==> config.mk <==
export PLATFORM = sky130hd
export DESIGN_NAME = bcd_conv_scheduler_flat
export DESIGN_NICKNAME = d
export VERILOG_FILES = /design/src/rtl/bcd_conv_scheduler_pkg.sv /design/src/rtl/bcd_conv_scheduler_if.sv /design/src/rtl/bcd_dabble_core.sv /design/src/rtl/bcd_conv_scheduler.sv /design/src/flat_wrapper.sv
export SDC_FILE = /design/constraint.sdc
export NUM_CORES = 1
export LEC_CHECK = 0
export BUFFER_PORTS_ARGS = -buffer_cell sky130_fd_sc_hd__buf_2
export CORE_AREA = 2 2 98 100
export CTS_CLUSTER_DIAMETER = 50
export DETAILED_ROUTE_END_ITERATION = 7
export DIE_AREA = 0 0 100 102
export GPL_TIMING_DRIVEN = 0
export HOLD_SLACK_MARGIN = 0.08
export PLACE_DENSITY = 0.75
export SKIP_CTS_REPAIR_TIMING = 1
export SYNTH_ARGS = -nofsm -noshare
export SYNTH_HDL_FRONTEND = slang
export SYNTH_SLANG_ARGS = --single-unit
==> constraint.sdc <==
create_clock -name clk -period 1.9 [get_ports clk]
set_input_delay 0.095 -clock clk [delete_from_list [all_inputs] [get_ports clk]]
set_output_delay 0.095 -clock clk [all_outputs]
set_load 0.01 [all_outputs]
==> src/rtl/bcd_conv_scheduler_pkg.sv <==
// Shared constants for the BCD conversion scheduler:
// FSM encodings, default widths and double-dabble digit adjust values.
package bcd_conv_scheduler_pkg;

   typedef enum logic [1:0] {
      S_IDLE  = 2'd0,
      S_SHIFT = 2'd1,
      S_DONE  = 2'd2
   } state_e;

   localparam int DEF_IN_W   = 16;
   localparam int DEF_DIGITS = 8;

   localparam logic [3:0] ADJ_THRESH = 4'd5;
   localparam logic [3:0] ADJ_CORR   = 4'd3;

endpackage

==> src/rtl/bcd_conv_scheduler_if.sv <==
// Requester-side bus of the BCD conversion scheduler:
// per-requester req/operand/ack plus the shared result channel.
interface bcd_conv_scheduler_if #(
   parameter int NUM_REQ = 4,
   parameter int IN_W    = 16,
   parameter int DIGITS  = 8,
   parameter int ID_W    = 2
);
   logic [NUM_REQ-1:0]      req;
   logic [NUM_REQ*IN_W-1:0] req_data;
   logic [NUM_REQ-1:0]      ack;
   logic                    busy;
   logic                    done;
   logic [ID_W-1:0]         done_id;
   logic [4*DIGITS-1:0]     dec_out;

   modport master (
      output req, req_data,
      input  ack, busy, done, done_id, dec_out
   );

   modport slave (
      input  req, req_data,
      output ack, busy, done, done_id, dec_out
   );
endinterface

==> src/rtl/bcd_dabble_core.sv <==
// Serial shift-and-add-3 binary to BCD engine, one operand bit per
// cycle MSB first; the operand is latched on start.
module bcd_dabble_core
   import bcd_conv_scheduler_pkg::*;
#(
   parameter int IN_W   = DEF_IN_W,
   parameter int DIGITS = DEF_DIGITS
) (
   input  logic                  clk,
   input  logic                  rst,
   input  logic                  start,
   input  logic [IN_W-1:0]       bin_in,
   output logic                  running,
   output logic                  finished,
   output logic [4*DIGITS-1:0]   bcd_out
);
   localparam int SR_W  = 4 * DIGITS;
   localparam int CNT_W = (IN_W > 1) ? $clog2(IN_W) : 1;
   localparam logic [CNT_W-1:0] CNT_TOP = CNT_W'(IN_W - 1);

   logic [IN_W-1:0]  op_q, op_d;
   logic [SR_W-1:0]  sr_q, sr_d, adj;
   logic [CNT_W-1:0] cnt_q, cnt_d;
   logic             run_q, run_d;

   always_comb begin
      adj   = sr_q;
      op_d  = op_q;
      sr_d  = sr_q;
      cnt_d = cnt_q;
      run_d = run_q;
      for (int i = 0; i < DIGITS; i++) begin
         if (sr_q[4*i +: 4] >= ADJ_THRESH)
            adj[4*i +: 4] = sr_q[4*i +: 4] + ADJ_CORR;
      end
      if (start) begin
         op_d  = bin_in;
         sr_d  = '0;
         cnt_d = CNT_TOP;
         run_d = 1'b1;
      end else if (run_q) begin
         sr_d  = {adj[SR_W-2:0], op_q[cnt_q]};
         run_d = (cnt_q != '0);
         if (cnt_q != '0)
            cnt_d = cnt_q - CNT_W'(1);
      end
   end

   always_ff @(posedge clk) begin
      if (rst) begin
         op_q  <= '0;
         sr_q  <= '0;
         cnt_q <= '0;
         run_q <= 1'b0;
      end else begin
         op_q  <= op_d;
         sr_q  <= sr_d;
         cnt_q <= cnt_d;
         run_q <= run_d;
      end
   end

   assign running  = run_q;
   assign finished = run_q && (cnt_q == '0);
   assign bcd_out  = sr_q;

endmodule

==> src/rtl/bcd_conv_scheduler.sv <==
// Round-robin scheduler sharing one serial BCD engine among
// NUM_REQ requesters; results come back tagged with the requester ID.
module bcd_conv_scheduler
   import bcd_conv_scheduler_pkg::*;
#(
   parameter int NUM_REQ = 4,
   parameter int IN_W    = DEF_IN_W,
   parameter int DIGITS  = DEF_DIGITS,
   parameter int ID_W    = 2
) (
   input  logic                clk,
   input  logic                rst,
   bcd_conv_scheduler_if.slave bus
);
   state_e              state_q, state_d;
   logic [ID_W-1:0]     ptr_q, ptr_d;
   logic [ID_W-1:0]     grant_q, grant_d;
   logic [NUM_REQ-1:0]  ack_q, ack_d;
   logic                done_q, done_d;
   logic [ID_W-1:0]     done_id_q, done_id_d;
   logic [4*DIGITS-1:0] dec_q, dec_d;

   logic                start;
   logic                found;
   logic [ID_W-1:0]     pick;
   logic [IN_W-1:0]     pick_data;
   logic                core_running;
   logic                core_finished;
   logic [4*DIGITS-1:0] core_bcd;
   int                  idx;

   // First requesting index at or after the pointer, wrapping.
   always_comb begin
      pick  = ptr_q;
      found = 1'b0;
      idx   = 0;
      for (int k = 0; k < NUM_REQ; k++) begin
         idx = int'(ptr_q) + k;
         if (idx >= NUM_REQ)
            idx = idx - NUM_REQ;
         if (!found && bus.req[idx]) begin
            found = 1'b1;
            pick  = ID_W'(idx);
         end
      end
      pick_data = bus.req_data[int'(pick)*IN_W +: IN_W];
   end

   always_comb begin
      state_d   = state_q;
      ptr_d     = ptr_q;
      grant_d   = grant_q;
      ack_d     = '0;
      done_d    = 1'b0;
      done_id_d = done_id_q;
      dec_d     = dec_q;
      start     = 1'b0;
      unique case (state_q)
         S_IDLE: begin
            if (found) begin
               start   = 1'b1;
               grant_d = pick;
               ack_d   = NUM_REQ'(1) << pick;
               state_d = S_SHIFT;
            end
         end
         S_SHIFT: begin
            if (core_finished)
               state_d = S_DONE;
         end
         S_DONE: begin
            dec_d     = core_bcd;
            done_id_d = grant_q;
            done_d    = 1'b1;
            ptr_d     = (int'(grant_q) == NUM_REQ - 1) ?
                        '0 : grant_q + ID_W'(1);
            state_d   = S_IDLE;
         end
         default: state_d = S_IDLE;
      endcase
   end

   always_ff @(posedge clk) begin
      if (rst) begin
         state_q   <= S_IDLE;
         ptr_q     <= '0;
         grant_q   <= '0;
         ack_q     <= '0;
         done_q    <= 1'b0;
         done_id_q <= '0;
         dec_q     <= '0;
      end else begin
         state_q   <= state_d;
         ptr_q     <= ptr_d;
         grant_q   <= grant_d;
         ack_q     <= ack_d;
         done_q    <= done_d;
         done_id_q <= done_id_d;
         dec_q     <= dec_d;
      end
   end

   bcd_dabble_core #(
      .IN_W   (IN_W),
      .DIGITS (DIGITS)
   ) u_core (
      .clk      (clk),
      .rst      (rst),
      .start    (start),
      .bin_in   (pick_data),
      .running  (core_running),
      .finished (core_finished),
      .bcd_out  (core_bcd)
   );

   assign bus.ack     = ack_q;
   assign bus.busy    = core_running | (state_q == S_DONE);
   assign bus.done    = done_q;
   assign bus.done_id = done_id_q;
   assign bus.dec_out = dec_q;

endmodule

==> src/flat_wrapper.sv <==
// flat-port wrapper written by rule: the top's interface ports become plain ports
module bcd_conv_scheduler_flat import bcd_conv_scheduler_pkg::*;
#(
   parameter int NUM_REQ = 4,
   parameter int IN_W    = DEF_IN_W,
   parameter int DIGITS  = DEF_DIGITS,
   parameter int ID_W    = 2
)
  (clk, rst, bus_req, bus_req_data, bus_ack, bus_busy, bus_done, bus_done_id, bus_dec_out);
  bcd_conv_scheduler_if #(.NUM_REQ(NUM_REQ), .IN_W(IN_W), .DIGITS(DIGITS), .ID_W(ID_W)) bus_i ();
  input  logic clk;
  input  logic rst;
  input wire logic [$bits(bus_i.req)-1:0] bus_req;
  input wire logic [$bits(bus_i.req_data)-1:0] bus_req_data;
  output wire logic [$bits(bus_i.ack)-1:0] bus_ack;
  output wire logic [$bits(bus_i.busy)-1:0] bus_busy;
  output wire logic [$bits(bus_i.done)-1:0] bus_done;
  output wire logic [$bits(bus_i.done_id)-1:0] bus_done_id;
  output wire logic [$bits(bus_i.dec_out)-1:0] bus_dec_out;
  assign bus_i.req = bus_req;
  assign bus_i.req_data = bus_req_data;
  assign bus_ack = bus_i.ack;
  assign bus_busy = bus_i.busy;
  assign bus_done = bus_i.done;
  assign bus_done_id = bus_i.done_id;
  assign bus_dec_out = bus_i.dec_out;
  bcd_conv_scheduler #(.NUM_REQ(NUM_REQ), .IN_W(IN_W), .DIGITS(DIGITS), .ID_W(ID_W)) u_core (.clk(clk), .rst(rst), .bus(bus_i));
endmodule
# Word-level counts from Yosys, hierarchy flattened
# Cells that the tools add are included.
# word_totals
ff_bits	98
input_bits	70
output_inout_bits	40
elab_cells	118
# op_classes
n_addsub	17
order_cmp	17
n_eq_ne	5
shifts	2
n_mux	46
bitwise	3
reduce_logical	17
# op_table
op	count
$lt A32 B4 Y1 const B	4
$mux W32	4
$ge A32 B4 Y1 const B	3
$sub A32 B4 Y32 const B	3
$shiftx A64 B7 Y16	1
$mux W4	10
$ge A4 B3 Y1 const B	8
$add A4 B2 Y4 const B	7
$mux W1	18
$mux W2	7
$bmux W1 S2	4
$add A2 B2 Y3 const B	2
$reduce_and A2 Y1	3
$lt A4 B5 Y1 const B	1
$bmux W1 S4	1
$eq A2 B1 Y1 const B	2
$logic_and A1 B1 Y1	4
$logic_not A4 Y1	1
$ne A2 B1 Y1 const B	2
$pmux W2 S2	1
$reduce_bool A2 Y1	2
$reduce_bool A4 Y1	1
$shl A1 B2 Y4 const A	1
$sub A2 B3 Y4 const B	1
other kinds (13)	16

# Logic depth before layout (Yosys ltp)
# Gate-level depths: netlist of run 1.
# logic_depth
ltp_word	19
depth_mapped	8
mapped_depth_nobuf	7

# Cells and area by module
# Synthesis of run 1 repeated with hierarchy kept, for this count alone.
# unflattened
hier_cells	536
area_unflattened_um2	4785.8
# modules_own_cells
module	n_inst	cells_per_inst	area_per_inst_um2	seq_area_each_um2
bcd_dabble_core	1	313	2741.4	1061.0
bcd_conv_scheduler	1	223	2044.5	900.9

# Least setup slack after synthesis of run 1
# No wires, ideal clock.
# synth_path
kind	register to register
start	reg u_core.u_core.cnt_q[0]
end	reg u_core.state_q[0]
setup_ps	132
t_arrival_ps	1400
required_time_ps	1768
path_slack_ps	367
path_stages_with_launch	8
path_buffers	1
period_less_slack_ps	1533
cell_sequence	dfxtp_1 -> buf_2 -> inv_1 -> ha_1 -> nand2b_1 -> or3b_2 -> nand3b_1 -> a21oi_1
# synth_via
elab_chain_len	4
# synth_rtl
element	line	rtl
from (decl)	bcd_dabble_core.sv:23	logic [CNT_W-1:0] cnt_q, cnt_d;
from (signal assigned)	bcd_dabble_core.sv:58	cnt_q <= cnt_d;
$logic_not A4 Y1	bcd_dabble_core.sv:64	assign finished = run_q && (cnt_q == '0);
$logic_and A1 B1 Y1	bcd_dabble_core.sv:64	
$ne A2 B1 Y1 (no source line)	n/a	
$reduce_and A2 Y1 (no source line)	n/a	
to (signal assigned)	bcd_conv_scheduler.sv:93	state_q <= state_d;
to (decl)	bcd_conv_scheduler.sv:15	state_e state_q, state_d;
# Every way passes these cells.
# A chain may end at the register's enable or synchronous reset.

# Final worst setup path of run 1
# layout_path
start	reg u_core.ptr_q[0]
end	reg u_core.u_core.op_q[10]
# layout_via
elab_chain_len	17
elab_cells_between_ends	44
cone_classes	7 x add/sub; 4 x order compare; 1 x shift; 26 x mux; 6 x reduce/logical
# layout_rtl
element	line	rtl
from (decl)	bcd_conv_scheduler.sv:16	logic [ID_W-1:0] ptr_q, ptr_d;
from (signal assigned)	bcd_conv_scheduler.sv:94	ptr_q <= ptr_d;
branches (longest 17 deep; another with $sub A32 B4 Y32)	n/a	
to (signal assigned)	bcd_dabble_core.sv:56	op_q <= op_d;
to (decl)	bcd_dabble_core.sv:21	logic [IN_W-1:0] op_q, op_d;
# Several ways; the timed one is not identified. The select of a mux whose other input is x is not followed.

==> metrics.csv, run 1 <==
stage,metric,value,unit
sta,RSZ-0062 raised after global routing,false,
pwr,PwrDens,693,nW/um^2
floorplanning,Initial Util,0.529,
setup_path,WP data required,2150,ps
logic_synthesis,area share of the largest cell type after synthesis,0.407,
routing,first-pass detailed-route iteration total,5,
floorplanning,row cnt,35,
logic_synthesis,post-synthesis compound-gate area fraction,0.165,
cts,Num Clock Sinks,98,
logic_synthesis,Ys Warns,0,
setup_path,Crit Path Class,flip-flop to flip-flop,
pwr,overall power,4.28,mW
place,Final Wtd Congestion,0.805,
cts,"Clk Latency, worst-skew pair",360,ps
place,placed cell count,760,
logic_synthesis,post-synth top area cell,dfxtp_1,
logic_synthesis,top_reg_cell synth,dfxtp_1,
setup_path,worst-path fanout max,10,
routing,Routed Antenna Nets,0,
setup_path,crit-path leading delay family,flip-flops,
routing,Remaining DRCs,0,
cts,clock slew at reported path FFs,100,ps
pwr,leak pwr,2.52,nW
logic_synthesis,largest family of logic cells by synthesized area,simple AND/OR/NAND/NOR gates,
cells_and_area,Post-Layout Inst Area,6180,sq um
global_route,initial antenna violation count,0,
sta,crit path time final,1760,ps
logic_synthesis,Synth Register Bits,98,
floorplanning,Die Y-Extent,102,microns
setup_path,"slowest stage delay, CP",400,ps
logic_synthesis,mux cell area share after synthesis,0.116,
routing,routed vias/inst,5.44,
logic_synthesis,XOR/XNOR Fraction of Synth Area,0.0291,
logic_synthesis,number of flops mapped to enable cells by yosys,0,
floorplanning,Ports,110,
outcome,status,finished clean,
cells_and_area,filler cell count,720,
cts,CTS Buffer Depth,2,
logic_synthesis,sequential-to-total area share from yosys stat,0.407,
cells_and_area,nets,794,
setup_path,Worst path slowest cell,dfxtp_1,
logic_synthesis,Netlist Area Pre-Place,4820,sq um
sta,Tcrit/Tclk final,0.925,
sta,final slew viol count,0,
cells_and_area,fin cells,822,
logic_synthesis,cells after synthesis,540,
logic_synthesis,simple-gate share of the synthesized area,0.172,
routing,Routed WL,12.9,mm
sta,FMAX,569,MHz
floorplanning,DIE AREA,10200,sq um
routing,vias after detailed routing,4474,
logic_synthesis,Synth area leaders,"dfxtp_1 (41%), mux2i_1 (9.8%), nand2_1 (7.9%)",
cts,H-tree levels,3,
sta,Worst slew margin,0.582,
routing,drt first-iter violations,163,
cts,CTS tree,built,
flow_run,max_cap viols,0,
sta,Final Hold Violating Endpoints,0,
logic_synthesis,ys async rst share,0,
floorplanning,Horiz. Die Dim,100,microns
logic_synthesis,count of cell types in the netlist,41,
setup_path,CP startpoint kind,flip-flop,
place,hpwl dp,8.20,mm
setup_path,CP endpoint kind,flip-flop,
min_path,worst hold-check path type,input pin to flip-flop,
logic_synthesis,Synth top cells by count,"nand2_1 (102), dfxtp_1 (98), a21oi_1 (67), mux2i_1 (47), nand2b_1 (27)",
floorplanning,Core Area,9110,sq um
logic_synthesis,Synth Area per Inst,8.93,sq um
place,IO buf count,109,
setup_path,Worst Path Buf+Inv,2,
sta,Total Neg Setup Slack,0,ps
place,placed cell areas,5500,sq um
global_route,first-pass GRT wire length,18.4,mm
cells_and_area,diode count,0,
global_route,total gr overflow,0,
sta,Worst Tran Pin Value,628,ps
sta,final-report setup violation count,0,
global_route,pin count of the biggest net entering global routing,17,
setup_path,CP Cell Sequence,nor2b_1 -> o21ai_0 -> and3b_1 -> buf_6 -> buf_8 -> mux2i_1 -> o221ai_2,
pwr,peak supply drop,0.000469,V
setup_path,Worst Path Arrival,2000,ps
global_route,GRT Overall Usage,0.223,
global_route,vias in the first global route,4141,
cts,CTS Buf Count,9,
cells_and_area,layout cells sized above 1,0.231,
setup_path,r2r setup slk,140,ps
cells_and_area,area grow syn2layout,28.3,%
logic_synthesis,Post-Synth Adder-Cell Area,0.0467,
sta,Final Skew,9.29,ps
routing,routed length per placed instance,15.7,microns
logic_synthesis,"Net Count, Synth",628,
cts,root buffer cell,clkbuf_8,
logic_synthesis,dominant cell by count in the synthesized netlist,nand2_1,
-- per-layer routing --
metal,vias up,share of wire,GRT usage
met5,-,0,0
met4,0,0.029,0.0495
met3,33,0.048,0.0458
met2,135,0.52,0.418
met1,2123,0.41,0.265
li1,2183,-,-
-- cell type report --
class                   count  area (sq um)  share of cell area
clock buffers               9           124              0.0200
inverters                  19          71.3              0.0115
plain buffers              34           238              0.0385
clock inverters             7          91.3              0.0148
repair buffers            155          1010               0.163
flip-flops and latches     98          1960               0.317
well taps                 111           139              0.0225
multi-input cells         389          2550               0.413
-- final timing paths --
check | startpoint | cells past startpoint | end
max | u_core.ptr_q[0] | 7 | u_core.u_core.op_q[10]
max reg2reg | u_core.ptr_q[0] | 7 | u_core.u_core.op_q[10]
min reg2reg | u_core.bus.dec_out[20] | 2 | u_core.bus.dec_out[20]
min | bus_req_data[48] | 3 | u_core.u_core.op_q[0]
-- where the power goes --
part,switching (mW),total [mW],internal [mW]
Sequential,0.0509,2.17,2.11
Combinational,0.322,0.659,0.337
Clock,0.719,1.46,0.739
Total,1.09,4.28,3.19
-- logic make-up (layout without fill, tap and decap cells) --
group           after synthesis  count (layout)
compound gates              123             123
xor+xnor                     16              16
fa+ha+maj                    18              18
buf+inv                      53             224
flops                        98              98
mux                          51              51
simple gates                181             181
-- layout by cell type (no fill, tap or decap), types with 3 or more instances in the layout --
cell type      Yosys  layout
nand2_1          102     102
a21o_1             7       7
ha_1              18      18
nand3_1           16      16
nor2b_1            4       4
dfxtp_1           98      98
a21oi_1           67      67
nand2b_1          27      27
mux2i_1           47      47
mux4_2             4       4
o211ai_1           7       7
xnor2_1           16      16
clkinv_2           0       3
buf_6              6       6
o221ai_1           7       7
dlygate4sd3_1      0      46
clkbuf_1          17      15
inv_1             19      19
o21ai_0           18      18
o221ai_2           9       9
nor2_1            21      21
buf_2              6     115
clkbuf_8           0       9
-- through the flow --
stage          hold slack (ps)  utilization  worst slack (ps)
6_report                  60.5        0.679               142
5_1_grt                   84.7        0.679              14.6
4_1_cts                   45.6        0.628              18.4
3_5_place_dp               411        0.604               210
3_3_place_gp               415        0.604               273
2_1_floorplan              291            -               367
-- worst min-delay path, stage by stage --
cell	delay, ps
buf_2	80
mux2i_1	60
o221ai_1	150
-- registers in the layout, summed over array words and instances (netlist names) --
name / count
u_core.u_core.op_q: 16
u_core.bus.ack: 4
u_core.ptr_q: 2
u_core.bus.done_id: 2
u_core.bus.done: 1
u_core.bus.dec_out: 32
u_core.state_q: 2
u_core.u_core.running: 1
u_core.u_core.cnt_q: 4
u_core.u_core.bcd_out: 32
u_core.grant_q: 2
Note: power is estimated with default switching activity, not from simulation.
==> run 2, diff against run 1 <==
--- a/config.mk
+++ b/config.mk
@@ -6,13 +6,13 @@
 export NUM_CORES = 1
 export LEC_CHECK = 0
 export BUFFER_PORTS_ARGS = -buffer_cell sky130_fd_sc_hd__buf_2
-export CORE_AREA = 2 2 98 100
+export CORE_AREA = 2 2 108 110
 export CTS_CLUSTER_DIAMETER = 50
 export DETAILED_ROUTE_END_ITERATION = 7
-export DIE_AREA = 0 0 100 102
+export DIE_AREA = 0 0 110 112
 export GPL_TIMING_DRIVEN = 0
 export HOLD_SLACK_MARGIN = 0.08
-export PLACE_DENSITY = 0.75
+export PLACE_DENSITY = 0.63
 export SKIP_CTS_REPAIR_TIMING = 1
 export SYNTH_ARGS = -nofsm -noshare
 export SYNTH_HDL_FRONTEND = slang
==> metrics.csv, run 2 (synthesis results as in run 1) <==
stage,metric,value,unit
outcome,status,finished clean,
cells_and_area,Post-Layout Inst Area,5960,sq um
cts,CTS tree,built,
setup_path,CP endpoint kind,primary output,
floorplanning,row cnt,39,
cells_and_area,layout cells sized above 1,0.241,
cells_and_area,nets,758,
place,Place WS,197,ps
routing,vias after detailed routing,4170,
setup_path,WP data required,1800,ps
setup_path,Worst Path Arrival,1610,ps
pwr,leak pwr,2.41,nW
cells_and_area,multi-input logic area,2550,sq um
floorplanning,Horiz. Die Dim,110,microns
cts,Num Clock Sinks,98,
sta,final-report setup violation count,0,
sta,Total Neg Setup Slack,0,ps
sta,FMAX,586,MHz
global_route,first-pass GRT wire length,18.8,mm
sta,Worst Tran Pin Value,701,ps
floorplanning,Initial Util,0.431,
setup_path,Worst path slowest cell,dfxtp_1,
sta,Tcrit/Tclk final,0.898,
place,placed cell count,792,
setup_path,"slowest stage delay, CP",410,ps
sta,final slew viol count,0,
flow_run,max_cap viols,0,
min_path,worst hold-check path type,input pin to flip-flop,
cts,H-tree levels,3,
sta,RSZ-0062 raised after global routing,false,
routing,routed vias/inst,5.10,
cells_and_area,Storage cell area,1960,sq um
pwr,PwrDens,786,nW/um^2
routing,routed length per placed instance,13.8,microns
cts,"Clk Latency, worst-skew pair",350,ps
cts,clock slew at reported path FFs,70,ps
place,Final Wtd Congestion,0.801,
floorplanning,Ports,110,
cells_and_area,"most common cell after layout, fill and taps aside",buf_2,
place,hpwl dp,7.92,mm
global_route,GRT Overall Usage,0.192,
cts,CTS Buf Count,9,
routing,Remaining DRCs,0,
place,IO buf count,109,
sta,final worst setup slack,194,ps
sta,Worst slew margin,0.533,
routing,drt first-iter violations,177,
sta,hold slack,60.7,ps
setup_path,CP startpoint kind,flip-flop,
setup_path,crit-path leading delay family,buffers and inverters,
setup_path,worst-path fanout max,10,
global_route,pin count of the biggest net entering global routing,17,
cells_and_area,"commonest cells after routing, fill and taps aside","buf_2 (115), nand2_1 (102), dfxtp_1 (98), a21oi_1 (67), mux2i_1 (47)",
setup_path,CP Cell Sequence,clkbuf_2 -> buf_2 -> nand2b_1 -> buf_2,
sta,Final Skew,6.14,ps
sta,crit path time final,1710,ps
routing,first-pass detailed-route iteration total,4,
cells_and_area,filler cell count,1038,
cells_and_area,area grow syn2layout,23.8,%
global_route,total gr overflow,0,
routing,Routed WL,11.3,mm
cells_and_area,fin cells,818,
floorplanning,Core Area,11200,sq um
setup_path,Worst Path Buf+Inv,3,
floorplanning,Die Y-Extent,112,microns
setup_path,Crit Path Class,flip-flop to primary output,
global_route,vias in the first global route,4063,
place,placed cell areas,5540,sq um
global_route,initial antenna violation count,0,
cts,root buffer cell,clkbuf_16,
cts,CTS Buffer Depth,2,
floorplanning,DIE AREA,12300,sq um
setup_path,most frequent CP cell,buf_2,
sta,Final Hold Violating Endpoints,0,
cells_and_area,diode count,0,
pwr,peak supply drop,0.000498,V
routing,Routed Antenna Nets,0,
run 2: cell count changes in the layout (fill, tap and decap cells not counted), sizes merged:
cell,change
dlygate4sd3,-36
clkinvlp,+1
inv,-1
run 2: layout make-up:
class,count,area share
clock buffers,9,0.0378
multi-input cells,389,0.428
flip-flops and latches,98,0.329
well taps,143,0.0300
repair buffers,119,0.108
clock inverters,7,0.0157
inverters,19,0.0120
plain buffers,34,0.0396
run 2: final timing paths:
check,cells after the start,from,slack [ps],endpoint
min,3,bus_req_data[53],60,u_core.u_core.op_q[5]
max,4,u_core.u_core.running,190,bus_busy
max reg2reg,4,u_core.u_core.running,220,u_core.u_core.bcd_out[20]
min reg2reg,2,u_core.bus.dec_out[10],450,u_core.bus.dec_out[10]
run 2: worst register-to-register path: cells and delay by family, from the launching register on:
family,cells,cell delay (ps)
buf+inv,2,790
compound gates,1,220
flops,1,410
simple gates,1,170
run 2: through the flow:
stage          utilization  total power, mW
3_3_place_gp         0.496             2.76
3_5_place_dp         0.496             2.77
5_1_grt              0.534             4.87
2_1_floorplan            -             2.59
6_report             0.534             4.69
4_1_cts              0.525             4.72
run 2: routing by layer:
layer / track usage / up-vias / routed length [microns]
met4: 0.0819 / 0 / 244
met5: 0 / - / 0
met1: 0.245 / 1932 / 5150
met2: 0.317 / 106 / 5350
met3: 0.0316 / 21 / 514
li1: - / 2111 / -
run 2: where the power goes:
part	total, mW	switching, mW	internal [mW]
logic	0.580	0.291	0.289
registers	2.16	0.0414	2.12
clock network	1.95	0.800	1.15
total	4.69	1.13	3.55
==> run 3, diff against run 2 <==
--- a/config.mk
+++ b/config.mk
@@ -6,10 +6,10 @@
 export NUM_CORES = 1
 export LEC_CHECK = 0
 export BUFFER_PORTS_ARGS = -buffer_cell sky130_fd_sc_hd__buf_2
-export CORE_AREA = 2 2 108 110
+export CORE_AREA = 2 2 99 120
 export CTS_CLUSTER_DIAMETER = 50
 export DETAILED_ROUTE_END_ITERATION = 7
-export DIE_AREA = 0 0 110 112
+export DIE_AREA = 0 0 101 122
 export GPL_TIMING_DRIVEN = 0
 export HOLD_SLACK_MARGIN = 0.08
 export PLACE_DENSITY = 0.63
==> metrics.csv, run 3 (synthesis results as in run 1) <==
stage,metric,value,unit
outcome,status,finished clean,
routing,vias after detailed routing,4098,
setup_path,most frequent CP cell,nand2b_1,
cells_and_area,layout cells sized above 1,0.240,
cts,CTS Buffer Depth,2,
place,hpwl dp,7.89,mm
setup_path,Critical R2R Launch,u_core.u_core.cnt_q[0],
setup_path,"slowest stage delay, CP",410,ps
setup_path,r2r setup slk,240,ps
cells_and_area,nets,762,
floorplanning,Ports,110,
sta,final-report setup violation count,0,
cells_and_area,"most common cell after layout, fill and taps aside",buf_2,
floorplanning,Horiz. Die Dim,101,microns
sta,Final Skew,5.62,ps
cells_and_area,area grow syn2layout,23.6,%
floorplanning,Die Y-Extent,122,microns
cts,H-tree levels,3,
pwr,PwrDens,746,nW/um^2
setup_path,worst-path fanout max,10,
floorplanning,DIE AREA,12300,sq um
sta,Total Neg Setup Slack,0,ps
cts,clock slew at reported path FFs,70,ps
cts,"Clk Latency, worst-skew pair",350,ps
routing,first-pass detailed-route iteration total,4,
setup_path,Worst path slowest cell,clkbuf_1,
setup_path,Reg2Reg Depth,7,
setup_path,WP data required,1800,ps
routing,Routed WL,10.9,mm
setup_path,RR Endpoint,u_core.state_q[0],
min_path,Hold Startpoint,bus_req_data[38],
cells_and_area,fin cells,814,
global_route,first-pass GRT wire length,17.5,mm
global_route,pin count of the biggest net entering global routing,18,
floorplanning,Initial Util,0.427,
flow_run,max_cap viols,0,
setup_path,Worst Path Arrival,1610,ps
sta,Final Hold Violating Endpoints,0,
sta,Worst Tran Pin Value,722,ps
routing,Remaining DRCs,0,
sta,RSZ-0062 raised after global routing,false,
sta,crit path time final,1700,ps
setup_path,CP endpoint kind,primary output,
sta,FMAX,588,MHz
pwr,leak pwr,2.41,nW
place,IO buf count,109,
global_route,GRT Overall Usage,0.178,
min_path,worst hold-check path type,input pin to flip-flop,
sta,Tcrit/Tclk final,0.895,
global_route,vias in the first global route,3824,
cts,Num Clock Sinks,98,
cells_and_area,filler cell count,1076,
cts,CTS tree,built,
floorplanning,Core Area,11300,sq um
routing,routed vias/inst,5.03,
routing,Routed Antenna Nets,0,
pwr,overall power,4.44,mW
pwr,peak supply drop,0.000362,V
routing,drt first-iter violations,139,
global_route,total gr overflow,0,
global_route,initial antenna violation count,0,
min_path,hold depth,3,
cts,CTS Buf Count,9,
floorplanning,row cnt,43,
cts,root buffer cell,clkbuf_16,
sta,final slew viol count,0,
setup_path,Crit Path Class,flip-flop to primary output,
setup_path,CP startpoint kind,flip-flop,
place,Final Wtd Congestion,0.792,
min_path,Hold EP,u_core.u_core.op_q[6],
cells_and_area,diode count,0,
place,Place WS,208,ps
sta,final worst setup slack,200,ps
routing,routed length per placed instance,13.3,microns
sta,Worst slew margin,0.519,
setup_path,CP Cell Sequence,nand2b_1 -> clkbuf_1 -> nand2b_1 -> buf_2,
setup_path,CP startpoint,u_core.state_q[0],
cells_and_area,"commonest cells after routing, fill and taps aside","buf_2 (114), nand2_1 (102), dfxtp_1 (98), a21oi_1 (67), mux2i_1 (47)",
place,placed cell count,784,
-- run 3: cell count changes in the layout (fill, tap and decap cells not counted) --
cell           change
inv_6              +1
clkbuf_4           +1
o21ai_0            +1
dlygate4sd3_1      +4
buf_2              -1
bufinv_16          -2
o21ai_1            -1
inv_8              +1
-- run 3: metrics by stage --
| step | hold WS [ps] | area, sq um | utilization |
|---|---|---|---|
| CTS | 53.4 | 5810 | 0.515 |
| global placement | 399 | 5530 | 0.490 |
| finish | 60.5 | 5960 | 0.527 |
| detailed placement | 410 | 5530 | 0.490 |
| global route | 80.5 | 5960 | 0.527 |
| floorplan | 291 | 4820 | - |
-- run 3: report_power, final --
part | leakage, nW | switching [mW] | internal (mW)
Clock | 0.134 | 0.804 | 0.898
Sequential | 0.795 | 0.0399 | 2.12
Combinational | 1.48 | 0.292 | 0.295
Total | 2.41 | 1.13 | 3.31
-- run 3: per-layer routing --
metal | global-route usage | wire (microns) | share of wire
met4 | 0.0659 | 221 | 0.020
met2 | 0.313 | 5440 | 0.50
met1 | 0.212 | 4780 | 0.44
met3 | 0.0390 | 430 | 0.040
met5 | 0 | 0 | 0
-- run 3: layout make-up --
cell class	count	area [sq um]	share of cell area
plain buffers	34	239	0.0401
multi-input cells	389	2550	0.428
inverters	19	71.3	0.0120
flip-flops and latches	98	1960	0.329
repair buffers	123	686	0.115
clock inverters	7	53.8	0.00903
well taps	135	169	0.0284
clock buffers	9	225	0.0378
-- run 3: worst max path at each step --
stage,end
final,bus_busy
after detailed placement,u_core.u_core.bcd_out[0]
after floorplan,u_core.state_q[0]
after global placement,u_core.u_core.bcd_out[0]
after CTS,bus_busy
after global routing,u_core.u_core.cnt_q[1]
-- run 3: worst max-delay path, delay by kind of cell, from the launching register on --
family | cells | cell delay, ps
buf+inv | 2 | 580
flops | 1 | 380
simple gates | 2 | 300
